File: src/rtl/rc4_pkg.sv
// Shared types and constants for the RC4 key-search controller and its memory arbiter.
package rc4_pkg;

  typedef enum logic [3:0] {
    ST_IDLE,
    ST_INIT_GO,
    ST_INIT_WAIT,
    ST_KSA_GO,
    ST_KSA_WAIT,
    ST_DEC_GO,
    ST_DEC_WAIT,
    ST_CHK_SETUP,
    ST_CHK_READ,
    ST_CHK_SAMPLE,
    ST_CHK_TEST,
    ST_NEXT_KEY,
    ST_FOUND,
    ST_FAIL
  } state_e;

  typedef enum logic [2:0] {
    GNT_NONE,
    GNT_INIT,
    GNT_KSA,
    GNT_DEC,
    GNT_CHK
  } grant_e;

  localparam logic [1:0] MEM_SEL_NONE = 2'd0;
  localparam logic [1:0] MEM_SEL_S    = 2'd1;
  localparam logic [1:0] MEM_SEL_ENC  = 2'd2;
  localparam logic [1:0] MEM_SEL_DEC  = 2'd3;

  localparam logic [7:0] ASCII_LO = 8'h61;
  localparam logic [7:0] ASCII_HI = 8'h7A;
  localparam logic [7:0] ASCII_SP = 8'h20;

  // A plaintext byte is acceptable if it is lowercase ASCII or a space.
  function automatic logic is_msg_char(input logic [7:0] b);
    return ((b >= ASCII_LO) && (b <= ASCII_HI)) || (b == ASCII_SP);
  endfunction

endpackage

File: src/rtl/rc4_key_search_ctrl_if.sv
// Memory-side bundle: S-RAM, encrypted ROM and decrypted RAM ports.
interface rc4_key_search_ctrl_if;
  logic [7:0] s_addr;
  logic [7:0] s_data;
  logic       s_wen;
  logic [7:0] s_q;
  logic [7:0] e_addr;
  logic [7:0] e_q;
  logic [7:0] d_addr;
  logic [7:0] d_data;
  logic       d_wen;
  logic [7:0] d_q;

  modport master (
    output s_addr, s_data, s_wen, e_addr, d_addr, d_data, d_wen,
    input  s_q, e_q, d_q
  );

  modport slave (
    input  s_addr, s_data, s_wen, e_addr, d_addr, d_data, d_wen,
    output s_q, e_q, d_q
  );
endinterface

File: src/rtl/rc4_mem_arbiter.sv
// Combinational grant-indexed mux: only the granted requester reaches the memories.
module rc4_mem_arbiter
  import rc4_pkg::*;
(
  input  grant_e     grant,
  input  logic [7:0] init_addr,
  input  logic [7:0] init_data,
  input  logic       init_wen,
  input  logic [7:0] ksa_addr,
  input  logic [7:0] ksa_data,
  input  logic       ksa_wen,
  input  logic [7:0] dec_addr,
  input  logic [7:0] dec_data,
  input  logic       dec_wen,
  input  logic [1:0] dec_sel,
  input  logic [7:0] chk_addr,
  input  logic [7:0] s_q,
  input  logic [7:0] e_q,
  output logic [7:0] s_addr,
  output logic [7:0] s_data,
  output logic       s_wen,
  output logic [7:0] e_addr,
  output logic [7:0] d_addr,
  output logic [7:0] d_data,
  output logic       d_wen,
  output logic [7:0] dec_q
);

  always_comb begin
    s_addr = '0;
    s_data = '0;
    s_wen  = 1'b0;
    e_addr = '0;
    d_addr = '0;
    d_data = '0;
    d_wen  = 1'b0;
    dec_q  = '0;
    case (grant)
      GNT_INIT: begin
        s_addr = init_addr;
        s_data = init_data;
        s_wen  = init_wen;
      end
      GNT_KSA: begin
        s_addr = ksa_addr;
        s_data = ksa_data;
        s_wen  = ksa_wen;
      end
      GNT_DEC: begin
        case (dec_sel)
          MEM_SEL_S: begin
            s_addr = dec_addr;
            s_data = dec_data;
            s_wen  = dec_wen;
            dec_q  = s_q;
          end
          MEM_SEL_ENC: begin
            e_addr = dec_addr;
            dec_q  = e_q;
          end
          MEM_SEL_DEC: begin
            d_addr = dec_addr;
            d_data = dec_data;
            d_wen  = dec_wen;
          end
          default: ;
        endcase
      end
      // The checker only ever reads the decrypted RAM.
      GNT_CHK: d_addr = chk_addr;
      default: ;
    endcase
  end

endmodule

File: src/rtl/rc4_key_search_ctrl.sv
// RC4 key-search scheduler: sequences S-init, KSA and decrypt per candidate key,
// then scans the decrypted message for printable lowercase/space bytes.
module rc4_key_search_ctrl
  import rc4_pkg::*;
#(
  parameter int              KEY_W     = 24,
  parameter int              MSG_LEN   = 32,
  parameter logic [KEY_W-1:0] KEY_START = 24'h0,
  parameter logic [KEY_W-1:0] KEY_END   = 24'h3FFFFF
) (
  input  logic             clk,
  input  logic             reset_n,
  input  logic             start,
  output logic             init_start,
  input  logic             init_done,
  output logic             ksa_start,
  input  logic             ksa_done,
  output logic             dec_start,
  input  logic             dec_done,
  input  logic [7:0]       init_addr,
  input  logic [7:0]       init_data,
  input  logic             init_wen,
  input  logic [7:0]       ksa_addr,
  input  logic [7:0]       ksa_data,
  input  logic             ksa_wen,
  input  logic [7:0]       dec_addr,
  input  logic [7:0]       dec_data,
  input  logic             dec_wen,
  input  logic [1:0]       dec_sel,
  rc4_key_search_ctrl_if.master mem,
  output logic [7:0]       dec_q,
  output logic [KEY_W-1:0] key,
  output logic             busy,
  output logic             found,
  output logic             fail
);

  localparam int IDX_W = (MSG_LEN > 1) ? $clog2(MSG_LEN) : 1;
  localparam logic [IDX_W-1:0] LAST_IDX = IDX_W'(MSG_LEN - 1);

  state_e           state_q, state_d;
  grant_e           grant_q, grant_d;
  logic [KEY_W-1:0] key_q, key_d;
  logic [IDX_W-1:0] idx_q, idx_d;
  logic [7:0]       byte_q, byte_d;
  logic             busy_q, busy_d;
  logic             found_q, found_d;
  logic             fail_q, fail_d;

  always_ff @(posedge clk or negedge reset_n) begin
    if (!reset_n) begin
      state_q <= ST_IDLE;
      grant_q <= GNT_NONE;
      key_q   <= KEY_START;
      idx_q   <= '0;
      byte_q  <= '0;
      busy_q  <= 1'b0;
      found_q <= 1'b0;
      fail_q  <= 1'b0;
    end else begin
      state_q <= state_d;
      grant_q <= grant_d;
      key_q   <= key_d;
      idx_q   <= idx_d;
      byte_q  <= byte_d;
      busy_q  <= busy_d;
      found_q <= found_d;
      fail_q  <= fail_d;
    end
  end

  always_comb begin
    state_d = state_q;
    grant_d = grant_q;
    key_d   = key_q;
    idx_d   = idx_q;
    byte_d  = byte_q;
    busy_d  = busy_q;
    found_d = found_q;
    fail_d  = fail_q;
    case (state_q)
      ST_IDLE: begin
        if (start) begin
          found_d = 1'b0;
          fail_d  = 1'b0;
          busy_d  = 1'b1;
          key_d   = KEY_START;
          idx_d   = '0;
          state_d = ST_INIT_GO;
        end
      end
      ST_INIT_GO: begin
        grant_d = GNT_INIT;
        state_d = ST_INIT_WAIT;
      end
      ST_INIT_WAIT: if (init_done) state_d = ST_KSA_GO;
      ST_KSA_GO: begin
        grant_d = GNT_KSA;
        state_d = ST_KSA_WAIT;
      end
      ST_KSA_WAIT: if (ksa_done) state_d = ST_DEC_GO;
      ST_DEC_GO: begin
        grant_d = GNT_DEC;
        state_d = ST_DEC_WAIT;
      end
      ST_DEC_WAIT: begin
        if (dec_done) begin
          grant_d = GNT_CHK;
          state_d = ST_CHK_SETUP;
        end
      end
      // d_addr holds idx through SETUP/READ so the 2-cycle RAM output lands in SAMPLE.
      ST_CHK_SETUP: state_d = ST_CHK_READ;
      ST_CHK_READ:  state_d = ST_CHK_SAMPLE;
      ST_CHK_SAMPLE: begin
        byte_d  = mem.d_q;
        state_d = ST_CHK_TEST;
      end
      ST_CHK_TEST: begin
        if (!is_msg_char(byte_q)) begin
          state_d = ST_NEXT_KEY;
        end else if (idx_q == LAST_IDX) begin
          state_d = ST_FOUND;
        end else begin
          idx_d   = idx_q + IDX_W'(1);
          state_d = ST_CHK_SETUP;
        end
      end
      ST_NEXT_KEY: begin
        grant_d = GNT_NONE;
        if (key_q == KEY_END) begin
          state_d = ST_FAIL;
        end else begin
          key_d   = key_q + KEY_W'(1);
          idx_d   = '0;
          state_d = ST_INIT_GO;
        end
      end
      ST_FOUND: begin
        grant_d = GNT_NONE;
        busy_d  = 1'b0;
        found_d = 1'b1;
        state_d = ST_IDLE;
      end
      ST_FAIL: begin
        grant_d = GNT_NONE;
        busy_d  = 1'b0;
        fail_d  = 1'b1;
        state_d = ST_IDLE;
      end
      default: begin
        grant_d = GNT_NONE;
        state_d = ST_IDLE;
      end
    endcase
  end

  assign init_start = (state_q == ST_INIT_GO);
  assign ksa_start  = (state_q == ST_KSA_GO);
  assign dec_start  = (state_q == ST_DEC_GO);
  assign key        = key_q;
  assign busy       = busy_q;
  assign found      = found_q;
  assign fail       = fail_q;

  rc4_mem_arbiter u_arb (
    .grant     (grant_q),
    .init_addr (init_addr),
    .init_data (init_data),
    .init_wen  (init_wen),
    .ksa_addr  (ksa_addr),
    .ksa_data  (ksa_data),
    .ksa_wen   (ksa_wen),
    .dec_addr  (dec_addr),
    .dec_data  (dec_data),
    .dec_wen   (dec_wen),
    .dec_sel   (dec_sel),
    .chk_addr  (8'(idx_q)),
    .s_q       (mem.s_q),
    .e_q       (mem.e_q),
    .s_addr    (mem.s_addr),
    .s_data    (mem.s_data),
    .s_wen     (mem.s_wen),
    .e_addr    (mem.e_addr),
    .d_addr    (mem.d_addr),
    .d_data    (mem.d_data),
    .d_wen     (mem.d_wen),
    .dec_q     (dec_q)
  );

endmodule

File: src/flat_wrapper.sv
// flat-port wrapper written by rule: the top's interface ports become plain ports
module rc4_key_search_ctrl_flat import rc4_pkg::*;
#(
  parameter int              KEY_W     = 24,
  parameter int              MSG_LEN   = 32,
  parameter logic [KEY_W-1:0] KEY_START = 24'h0,
  parameter logic [KEY_W-1:0] KEY_END   = 24'h3FFFFF
)
  (clk, reset_n, start, init_start, init_done, ksa_start, ksa_done, dec_start, dec_done, init_addr, init_data, init_wen, ksa_addr, ksa_data, ksa_wen, dec_addr, dec_data, dec_wen, dec_sel, dec_q, key, busy, found, fail, mem_s_addr, mem_s_data, mem_s_wen, mem_e_addr, mem_d_addr, mem_d_data, mem_d_wen, mem_s_q, mem_e_q, mem_d_q);
  rc4_key_search_ctrl_if mem_i ();
  input  logic clk;
  input  logic reset_n;
  input  logic start;
  output logic init_start;
  input  logic init_done;
  output logic ksa_start;
  input  logic ksa_done;
  output logic dec_start;
  input  logic dec_done;
  input  logic [7:0] init_addr;
  input  logic [7:0] init_data;
  input  logic init_wen;
  input  logic [7:0] ksa_addr;
  input  logic [7:0] ksa_data;
  input  logic ksa_wen;
  input  logic [7:0] dec_addr;
  input  logic [7:0] dec_data;
  input  logic dec_wen;
  input  logic [1:0] dec_sel;
  output logic [7:0] dec_q;
  output logic [KEY_W-1:0] key;
  output logic busy;
  output logic found;
  output logic fail;
  output wire logic [$bits(mem_i.s_addr)-1:0] mem_s_addr;
  output wire logic [$bits(mem_i.s_data)-1:0] mem_s_data;
  output wire logic [$bits(mem_i.s_wen)-1:0] mem_s_wen;
  output wire logic [$bits(mem_i.e_addr)-1:0] mem_e_addr;
  output wire logic [$bits(mem_i.d_addr)-1:0] mem_d_addr;
  output wire logic [$bits(mem_i.d_data)-1:0] mem_d_data;
  output wire logic [$bits(mem_i.d_wen)-1:0] mem_d_wen;
  input wire logic [$bits(mem_i.s_q)-1:0] mem_s_q;
  input wire logic [$bits(mem_i.e_q)-1:0] mem_e_q;
  input wire logic [$bits(mem_i.d_q)-1:0] mem_d_q;
  assign mem_s_addr = mem_i.s_addr;
  assign mem_s_data = mem_i.s_data;
  assign mem_s_wen = mem_i.s_wen;
  assign mem_e_addr = mem_i.e_addr;
  assign mem_d_addr = mem_i.d_addr;
  assign mem_d_data = mem_i.d_data;
  assign mem_d_wen = mem_i.d_wen;
  assign mem_i.s_q = mem_s_q;
  assign mem_i.e_q = mem_e_q;
  assign mem_i.d_q = mem_d_q;
  rc4_key_search_ctrl #(.KEY_W(KEY_W), .MSG_LEN(MSG_LEN), .KEY_START(KEY_START), .KEY_END(KEY_END)) u_core (.clk(clk), .reset_n(reset_n), .start(start), .init_start(init_start), .init_done(init_done), .ksa_start(ksa_start), .ksa_done(ksa_done), .dec_start(dec_start), .dec_done(dec_done), .init_addr(init_addr), .init_data(init_data), .init_wen(init_wen), .ksa_addr(ksa_addr), .ksa_data(ksa_data), .ksa_wen(ksa_wen), .dec_addr(dec_addr), .dec_data(dec_data), .dec_wen(dec_wen), .dec_sel(dec_sel), .mem(mem_i), .dec_q(dec_q), .key(key), .busy(busy), .found(found), .fail(fail));
endmodule
File: config.mk
export PLATFORM = sky130hd
export DESIGN_NAME = rc4_key_search_ctrl_flat
export DESIGN_NICKNAME = d
export VERILOG_FILES = /design/src/rtl/rc4_pkg.sv /design/src/rtl/rc4_key_search_ctrl_if.sv /design/src/rtl/rc4_mem_arbiter.sv /design/src/rtl/rc4_key_search_ctrl.sv /design/src/flat_wrapper.sv
export SDC_FILE = /design/constraint.sdc
export NUM_CORES = 1
export LEC_CHECK = 0
export CORE_UTILIZATION = 44
export DETAILED_ROUTE_END_ITERATION = 10
export PLACE_DENSITY = 0.87
export SYNTH_ARGS = -nofsm -noshare
export SYNTH_HDL_FRONTEND = slang
export SYNTH_SLANG_ARGS = --single-unit
File: constraint.sdc
create_clock -name clk -period 5.5 [get_ports clk]
set_clock_uncertainty 0.05 [all_clocks]
set_input_delay 1.1 -clock clk [delete_from_list [all_inputs] [get_ports clk]]
set_output_delay 1.1 -clock clk [all_outputs]
set_load 0.01 [all_outputs]
==> results of run 1 <==
## final timing paths
kind,startpoint,end,depth (start not counted)
worst min-delay path,u_core.byte_q[5],u_core.byte_q[5],1
worst max-delay path,dec_sel[0],mem_s_wen,6
worst max register to register,u_core.state_q[1],u_core.idx_q[4],5
min in group asynchronous,reset_n,u_core.key[21],1
max in group asynchronous,reset_n,u_core.key[14],1
worst min register to register,u_core.byte_q[5],u_core.byte_q[5],1
## report_power, final
part	total [mW]	switching, mW	internal, mW
Combinational	0.767	0.370	0.396
Sequential	0.537	0.123	0.413
Clock	0.266	0.119	0.147
Total	1.57	0.612	0.957
## final cells by class
class                      count  area [µm²]  share of cell area, %
multi-input combinational    283        1890                   37.5
timing repair buffer         163        1620                   32.2
sequential                    47        1180                   23.3
tap                           99         124                   2.46
inverter                      28         105                   2.09
clock buffer                   6        82.6                   1.64
clock inverter                 2        35.0                  0.695
## metal layers
layer	vias up	global-route usage [%]
met5	-	0
met4	0	15.2
met3	36	7.28
met2	228	49.1
met1	1734	33.6
li1	1689	-
## cells by family after synthesis
group | after synthesis | synth area share [%]
mux | 14 | 4.53
compound gates | 83 | 19.4
xor+xnor | 19 | 5.06
fa+ha+maj | 6 | 2.28
flops | 47 | 35.8
buf+inv | 54 | 6.97
simple gates | 161 | 26.0
## state kept, by name, summed over array words and instances, names as in the netlist
signal          count
u_core.fail         1
u_core.idx_q        5
u_core.key         24
u_core.byte_q       8
u_core.state_q      4
u_core.grant_q      3
u_core.found        1
u_core.busy         1
## Yosys cell counts (all sizes together) (6+ instances only)
cell type,count
and3,24
a222oi,17
o211ai,6
ha,6
nor2b,8
buf,7
dfrtp,47
a21oi,10
nor3,9
a22oi,8
a22o,7
mux2,7
xor2,7
nor2,48
nand4,8
mux2i,7
nand2,23
xnor2,12
nand3,11
o21ai,14
a211oi,6
clkbuf,19
inv,28
## critical path, stage by stage
cell and delay [ns]:
clkdlybuf4s50_1 0.51, ha_1 0.35, and2_0 0.75, a222oi_1 0.25
inv_1 0.12, clkdlybuf4s50_1 0.56
## per-stage QoR
step | hold slack (ns) | power, mW | worst slack, ns
6_report | 0.471 | 1.57 | 0.707
3_3_place_gp | 0.433 | 1.27 | 0.799
4_1_cts | 0.472 | 1.57 | 0.741
2_1_floorplan | 0.423 | 0.941 | 1.95
3_5_place_dp | 0.452 | 1.30 | 0.771
5_1_grt | 0.504 | 1.66 | 0.549
==> results.yml, run 1 <==
run_status:
  status: "complete, no violations"
die:
  die_x_um: 88.4
  die_h_um: 88.4
  num_rows: 31
  ios: 163
  die_area_um2: 7820
  core_um2: 7250
  start_util_pct: 45.3
cells_and_area:
  fin_cells: 628
  final_common_cell: "clkdlybuf4s50_1"
  nets: 617
  area_delta_synth_final_pct: 53.3
  utilization_pct: 69.5
  antennaDiodeCount: 0
  mostFrequentLayoutCells: "161 x clkdlybuf4s50_1, 48 x nor2_1, 47 x dfrtp_1"
  drive_gt1_share_pct: 5.86
  n_fill_cell: 575
  stdcell_area_um2: 5040
grt:
  overflow: 0
  antenna_found_initial: 0
  grt_start_max_net_pins: 48
  grt_pass1_vias: 3345
  grt.total_usage_pct: 28.9
  grt_pass1_wl_um: 17100
timing:
  slew_viol_final: 0
  setup_viol: 0
  fin_crit_sh_pct: 87.2
  final.setup.tns_ns: 0
  slew_headroom_pct: 26.0
  finalHoldViolCount: 0
  period_minus_slack_ns: 4.79
  rsz0062_at_grt: "false"
  fmax_ghz: 0.209
  tightest_slew_ns: 1.10
synth:
  synthTopCellsByArea: "dfrtp_1 36%, nor2_1 5.5%, a222oi_1 5.2%"
  syn_avg_cell_area_um2: 8.56
  async_reset_ff_share_pct: 100
  synth-main-ff-cell: "dfrtp_1"
  synth-edff-count: 0
  netlist_area_um2: 3290
  synth_top_cell_area_share_pct: 35.8
  synth_cell_types: 55
  synthesis.nets: 473
  synth_seq_cells: 47
  ys_seq_area_share_pct: 35.8
  synthCells: 384
  synth_warnings: 0
  yosys.area.top_type: "dfrtp_1"
clocking:
  clkTransAtPathRegs_ns: 0.08
  cts_max_level: 2
  cts_tree: "yes"
  cts-resized-gates: 0
  cts_hold_buf: 0
  clk_path_buf_depth: 2
  clock-sinks: 47
  cts_made_buffers: 5
  cts_root_buf: "clkbuf_8"
  insertion_delay_ns: 0.30
  cts_setup_buffers: 0
worst_setup_path:
  start_kind: "primary input"
  critPathCaptureType: "primary output"
  rrSetupSlack_ns: 2.80
  arrival_ns: 3.64
  required_ns: 4.35
  critical_path.max_fanout: 17
  crit_type: "in -> out"
job:
  max_cap_viol_count: 0
pwr:
  irDropWorstVdd_mv: 0.237
  power.leakage_nw: 2.15
  power_density_nw_per_um2: 311
detailed_routing:
  wl_met1_um: 4370
  routed_wirelength_um: 11700
  dr.first_iter.drc_count: 248
  highest_layer: "met4"
  wl_met2_um: 5620
  vias_per_cell: 5.87
  met3_length_um: 1180
  drc: 0
  vias: 3687
  detail-route-antenna-nets: 0
  wl_per_cell_um: 18.6
  first_pass_iters: 7
placed_design:
  dp_hpwl_um: 8930
  placed_cell_area_um2: 4920
  portBuffers: 162
  dp.cells: 620
  gp_congestion: 0.978
worst_hold_path:
  hold_path.class: "reg -> reg"
Power figures use the tool's default switching activity.
==> inputs of run 2 (changes only) <==
==> constraint.sdc (replaced) <==
create_clock -name clk -period 5.5 [get_ports clk]
set_clock_uncertainty 0.05 [all_clocks]
set_input_delay 0.55 -clock clk [delete_from_list [all_inputs] [get_ports clk]]
set_output_delay 0.55 -clock clk [all_outputs]
set_load 0.01 [all_outputs]
==> run 2 against run 1 <==
Maximum frequency up 28%. Sequential power about the same. Register-to-register slack better by 0.04 ns. Cell area down 0.50%. Clock-buffer cell count down 1. Non-clock buffer count unchanged. Core utilization down 0.35 points. Setup slack better by 1.0 ns. Sequential share of layout area up 0.12 points. Via count down 1.0%. Power down 3.3%. Global-route usage up 0.25 points. Critical endpoint is now mem_s_addr[6].
==> results.yml, run 2 (same netlist as run 1, synthesis figures left out) <==
cells_and_area:
  stdcell_area_um2: 5010
  final_common_cell: "clkdlybuf4s50_1"
  drive_gt1_share_pct: 5.86
  mostFrequentLayoutCells: "161 x clkdlybuf4s50_1, 48 x nor2_1, 47 x dfrtp_1"
  n_fill_cell: 583
  antennaDiodeCount: 0
  nets: 617
  largest_reg_flops: 24
  area_delta_synth_final_pct: 52.5
placed_design:
  gp_congestion: 1.00
  placed_cell_area_um2: 4920
  portBuffers: 162
  preCtsSetupSlack_ns: 1.86
  dp_hpwl_um: 9020
clocking:
  insertion_delay_ns: 0.31
  clock-sinks: 47
  cts_setup_buffers: 0
  cts-resized-gates: 0
  cts_root_buf: "clkbuf_8"
  clk_path_buf_depth: 2
  cts_made_buffers: 5
  clkTransAtPathRegs_ns: 0.09
  cts_tree: "yes"
  cts_max_level: 2
  cts_hold_buf: 0
die:
  num_rows: 31
  die_h_um: 88.4
  die_x_um: 88.4
  die_area_um2: 7820
  ios: 163
  core_um2: 7250
  start_util_pct: 45.3
grt:
  grt_pass1_vias: 3356
  grt.total_usage_pct: 29.1
  antenna_found_initial: 0
  grt_start_max_net_pins: 48
  grt_pass1_wl_um: 17200
  overflow: 0
worst_setup_path:
  critPathCaptureType: "primary output"
  rrSetupSlack_ns: 2.84
  required_ns: 4.90
  start_kind: "primary input"
  critical_path.max_fanout: 17
  crit_type: "in -> out"
  arrival_ns: 3.15
detailed_routing:
  dr.first_iter.drc_count: 301
  wl_met1_um: 4480
  first_pass_iters: 7
  detail-route-antenna-nets: 0
  wl_per_cell_um: 18.8
  vias: 3649
  routed_wirelength_um: 11800
  vias_per_cell: 5.81
  highest_layer: "met4"
  met3_length_um: 1150
  wl_met2_um: 5730
  drc: 0
timing:
  final.setup.tns_ns: 0
  setup_viol: 0
  fin_crit_sh_pct: 68.1
  period_minus_slack_ns: 3.75
  finalHoldViolCount: 0
  slew_viol_final: 0
  slew_headroom_pct: 26.6
  fin_ws_ns: 1.75
  holdWs_ns: 0.366
  tightest_slew_ns: 1.09
  rsz0062_at_grt: "false"
  fmax_ghz: 0.267
job:
  max_cap_viol_count: 0
run_status:
  status: "complete, no violations"
pwr:
  power.leakage_nw: 2.13
  power_density_nw_per_um2: 303
  irDropWorstVdd_mv: 0.238
  power_mw: 1.52
worst_hold_path:
  hold_path.class: "in -> async"
==> run 2: cell types whose count changed in the layout (fill, tap and decap cells not counted), sizes merged <==
cell / previous run / this run
bufinv: 1 / 0
clkinvlp: 0 / 2
clkbuf: 6 / 5
clkinv: 1 / 0
inv: 28 / 29
==> run 2: final timing paths <==
| path | depth (start not counted) | to | start |
|---|---|---|---|
| setup reg to reg | 5 | u_core.idx_q[1] | u_core.state_q[0] |
| hold / removal | 1 | u_core.key[22] | reset_n |
| setup / recovery | 7 | mem_s_addr[6] | dec_sel[1] |
| max in group asynchronous | 1 | u_core.grant_q[0] | reset_n |
| hold reg to reg | 1 | u_core.byte_q[5] | u_core.byte_q[5] |
| min in group clk | 1 | u_core.byte_q[5] | u_core.byte_q[5] |
==> run 2: per-stage QoR <==
| step | std cells | utilization [%] |
|---|---|---|
| final | 628 | 69.1 |
| after global routing | 628 | 69.1 |
| after CTS | 628 | 69.1 |
| after detailed placement | 620 | 67.8 |
| after global placement | 620 | 67.8 |
| after floorplan | 384 | - |
==> run 2: layer usage <==
layer  track usage (%)  vias up
met4              12.3        0
met3              6.62       31
met2              51.3      205
met1              34.1     1724
met5                 0        -
li1                  -     1689
==> run 2: critical path: stages <==
cell             delay, ns
clkdlybuf4s50_1       0.45
inv_1                 0.09
ha_1                  0.33
and2_0                0.78
a222oi_1              0.25
inv_1                 0.12
clkdlybuf4s50_1       0.56
==> run 2: final cells by class <==
cell class / instances / area (µm²) / share of cell area (%)
clock inverter: 3 / 23.8 / 0.474
tap: 99 / 124 / 2.47
clock buffer: 5 / 68.8 / 1.37
inverter: 28 / 105 / 2.10
multi-input combinational: 283 / 1890 / 37.7
sequential: 47 / 1180 / 23.5
timing repair buffer: 163 / 1620 / 32.4
==> run 2: where the power goes <==
group	internal [mW]	leakage (nW)	total (mW)	switching [mW]
clock	0.0910	0.0408	0.217	0.126
sequential	0.413	0.631	0.537	0.124
combinational	0.396	1.46	0.763	0.366
total	0.901	2.13	1.52	0.616
==> inputs of run 3 (changes only) <==
Settings changed: CORE_UTILIZATION 44 to 37, PLACE_DENSITY 0.87 to 0.78.
Clock period 5.5 ns to 3.35 ns, I/O delays scaled along.
==> run 3 against run 2 <==
Cell area up 0.57%. Core utilization down 11 points. Critical path type unchanged. Hold slack worse by 0.19 ns. Global-route usage down 5.1 points. Combinational power up 64%. Power up 64%. Non-clock buffer count up 3. Via count down 1.5%.
==> results.yml, run 3 (same netlist as run 1, synthesis figures left out) <==
run_status:
  status: "complete, no violations"
detailed_routing:
  routed_wirelength_um: 11700
  first_pass_iters: 7
  drc: 0
  wl_per_cell_um: 18.2
  vias: 3593
  dr.first_iter.drc_count: 287
  vias_per_cell: 5.62
  detail-route-antenna-nets: 0
die:
  ios: 163
  die_x_um: 96.3
  core_um2: 8680
  die_area_um2: 9260
  start_util_pct: 37.9
  num_rows: 34
  die_h_um: 96.3
pwr:
  p_int_mw: 1.49
  sequentialPowerShare_pct: 35.4
  p_comb_share_pct: 50.5
  p_clk_share_pct: 14.1
  power_switching_mw: 0.990
  power.leakage_nw: 2.15
  switching_share_pct: 39.9
  power_density_nw_per_um2: 492
  irDropWorstVdd_mv: 0.320
cells_and_area:
  area_delta_synth_final_pct: 53.4
  n_fill_cell: 783
  drive_gt1_share_pct: 6.21
  antennaDiodeCount: 0
  nets: 620
  final_common_cell: "clkdlybuf4s50_1"
  mostFrequentLayoutCells: "161 x clkdlybuf4s50_1, 48 x nor2_1, 47 x dfrtp_1"
  largest_reg_flops: 24
grt:
  grt_pass1_wl_um: 16800
  grt.total_usage_pct: 24.1
  overflow: 0
  grt_pass1_vias: 3238
  grt_start_max_net_pins: 48
  antenna_found_initial: 0
job:
  max_cap_viol_count: 0
worst_setup_path:
  r2r-end: "u_core.key[7]"
  critPathCaptureType: "primary output"
  crit_type: "in -> out"
  required_ns: 2.96
  ff2ff_path_depth: 6
  start_kind: "primary input"
  arrival_ns: 2.70
  critical_path.max_fanout: 17
  r2r-start: "u_core.key[0]"
  rrSetupSlack_ns: 0.83
placed_design:
  preCtsSetupSlack_ns: 0.350
  portBuffers: 162
  gp_congestion: 0.885
  dp_hpwl_um: 9030
timing:
  fmax_ghz: 0.324
  fin_ws_ns: 0.261
  slew_viol_final: 0
  tightest_slew_ns: 1.05
  fin_crit_sh_pct: 92.2
  slew_headroom_pct: 29.8
  period_minus_slack_ns: 3.09
  final.setup.tns_ns: 0
  finalHoldViolCount: 0
  setup_viol: 0
  rsz0062_at_grt: "false"
clocking:
  cts_setup_buffers: 0
  clock-sinks: 47
  clkTransAtPathRegs_ns: 0.09
  cts-resized-gates: 0
  cts_tree: "yes"
  cts_hold_buf: 0
  cts_made_buffers: 5
  insertion_delay_ns: 0.30
  cts_max_level: 2
  clk_path_buf_depth: 2
  cts_root_buf: "clkbuf_8"
worst_hold_path:
  hold_path.class: "in -> async"
-- run 3: worst max-delay path by stage --
| stage | startpoint | to | depth (start not counted) |
|---|---|---|---|
| 2_1_floorplan | u_core.key[23] | u_core.key[6] | 7 |
| 3_3_place_gp | dec_sel[0] | mem_s_addr[6] | 6 |
| 3_5_place_dp | dec_sel[0] | mem_s_addr[6] | 6 |
| 4_1_cts | dec_sel[0] | mem_s_addr[6] | 6 |
| 5_1_grt | u_core.grant_q[0] | mem_s_addr[2] | 6 |
| 6_report | dec_sel[1] | mem_s_addr[2] | 7 |
-- run 3: worst max-delay path, stage by stage --
cell and delay, ns:
clkdlybuf4s50_1 0.46, inv_1 0.08, ha_1 0.16, and2_0 0.71, a222oi_1 0.25, inv_1 0.14
clkdlybuf4s50_1 0.56
-- run 3: cell type report --
| type | count | area [µm²] | share of cell area, % |
|---|---|---|---|
| Inverter | 28 | 105 | 2.08 |
| Clock buffer | 6 | 82.6 | 1.64 |
| Sequential cell | 47 | 1180 | 23.3 |
| Clock inverter | 1 | 5.00 | 0.0993 |
| Multi-Input combinational cell | 283 | 1890 | 37.5 |
| Timing Repair Buffer | 166 | 1650 | 32.7 |
| Tap cell | 108 | 135 | 2.68 |
-- run 3: stage by stage --
step | std cells | utilization [%] | cell area (µm²) | total power, mW | hold WS [ns]
after global routing | 639 | 58.1 | 5040 | 2.65 | 0.268
after detailed placement | 632 | 57.1 | 4950 | 2.14 | 0.439
after floorplan | 384 | - | 3290 | 1.55 | -0.0106
after CTS | 639 | 58.1 | 5040 | 2.49 | 0.208
final | 639 | 58.1 | 5040 | 2.48 | 0.171
after global placement | 632 | 57.1 | 4950 | 2.09 | 0.437
-- run 3: power by group through the flow --
stage          clock network [mW]  logic, mW  registers [mW]
5_1_grt                     0.380       1.36           0.908
6_report                    0.350       1.25           0.880
3_5_place_dp                    0       1.25           0.886
3_3_place_gp                    0       1.22           0.878
4_1_cts                     0.359       1.25           0.874
2_1_floorplan                   0      0.772           0.774
-- run 3: metal layers --
metal  GRT usage, %  up-vias  share of wire, %
met5              0        -                 0
met4           8.58        0               2.5
met3           4.34       17               7.9
met2           43.7      146                51
met1           28.1     1735                39
li1               -     1695                 -
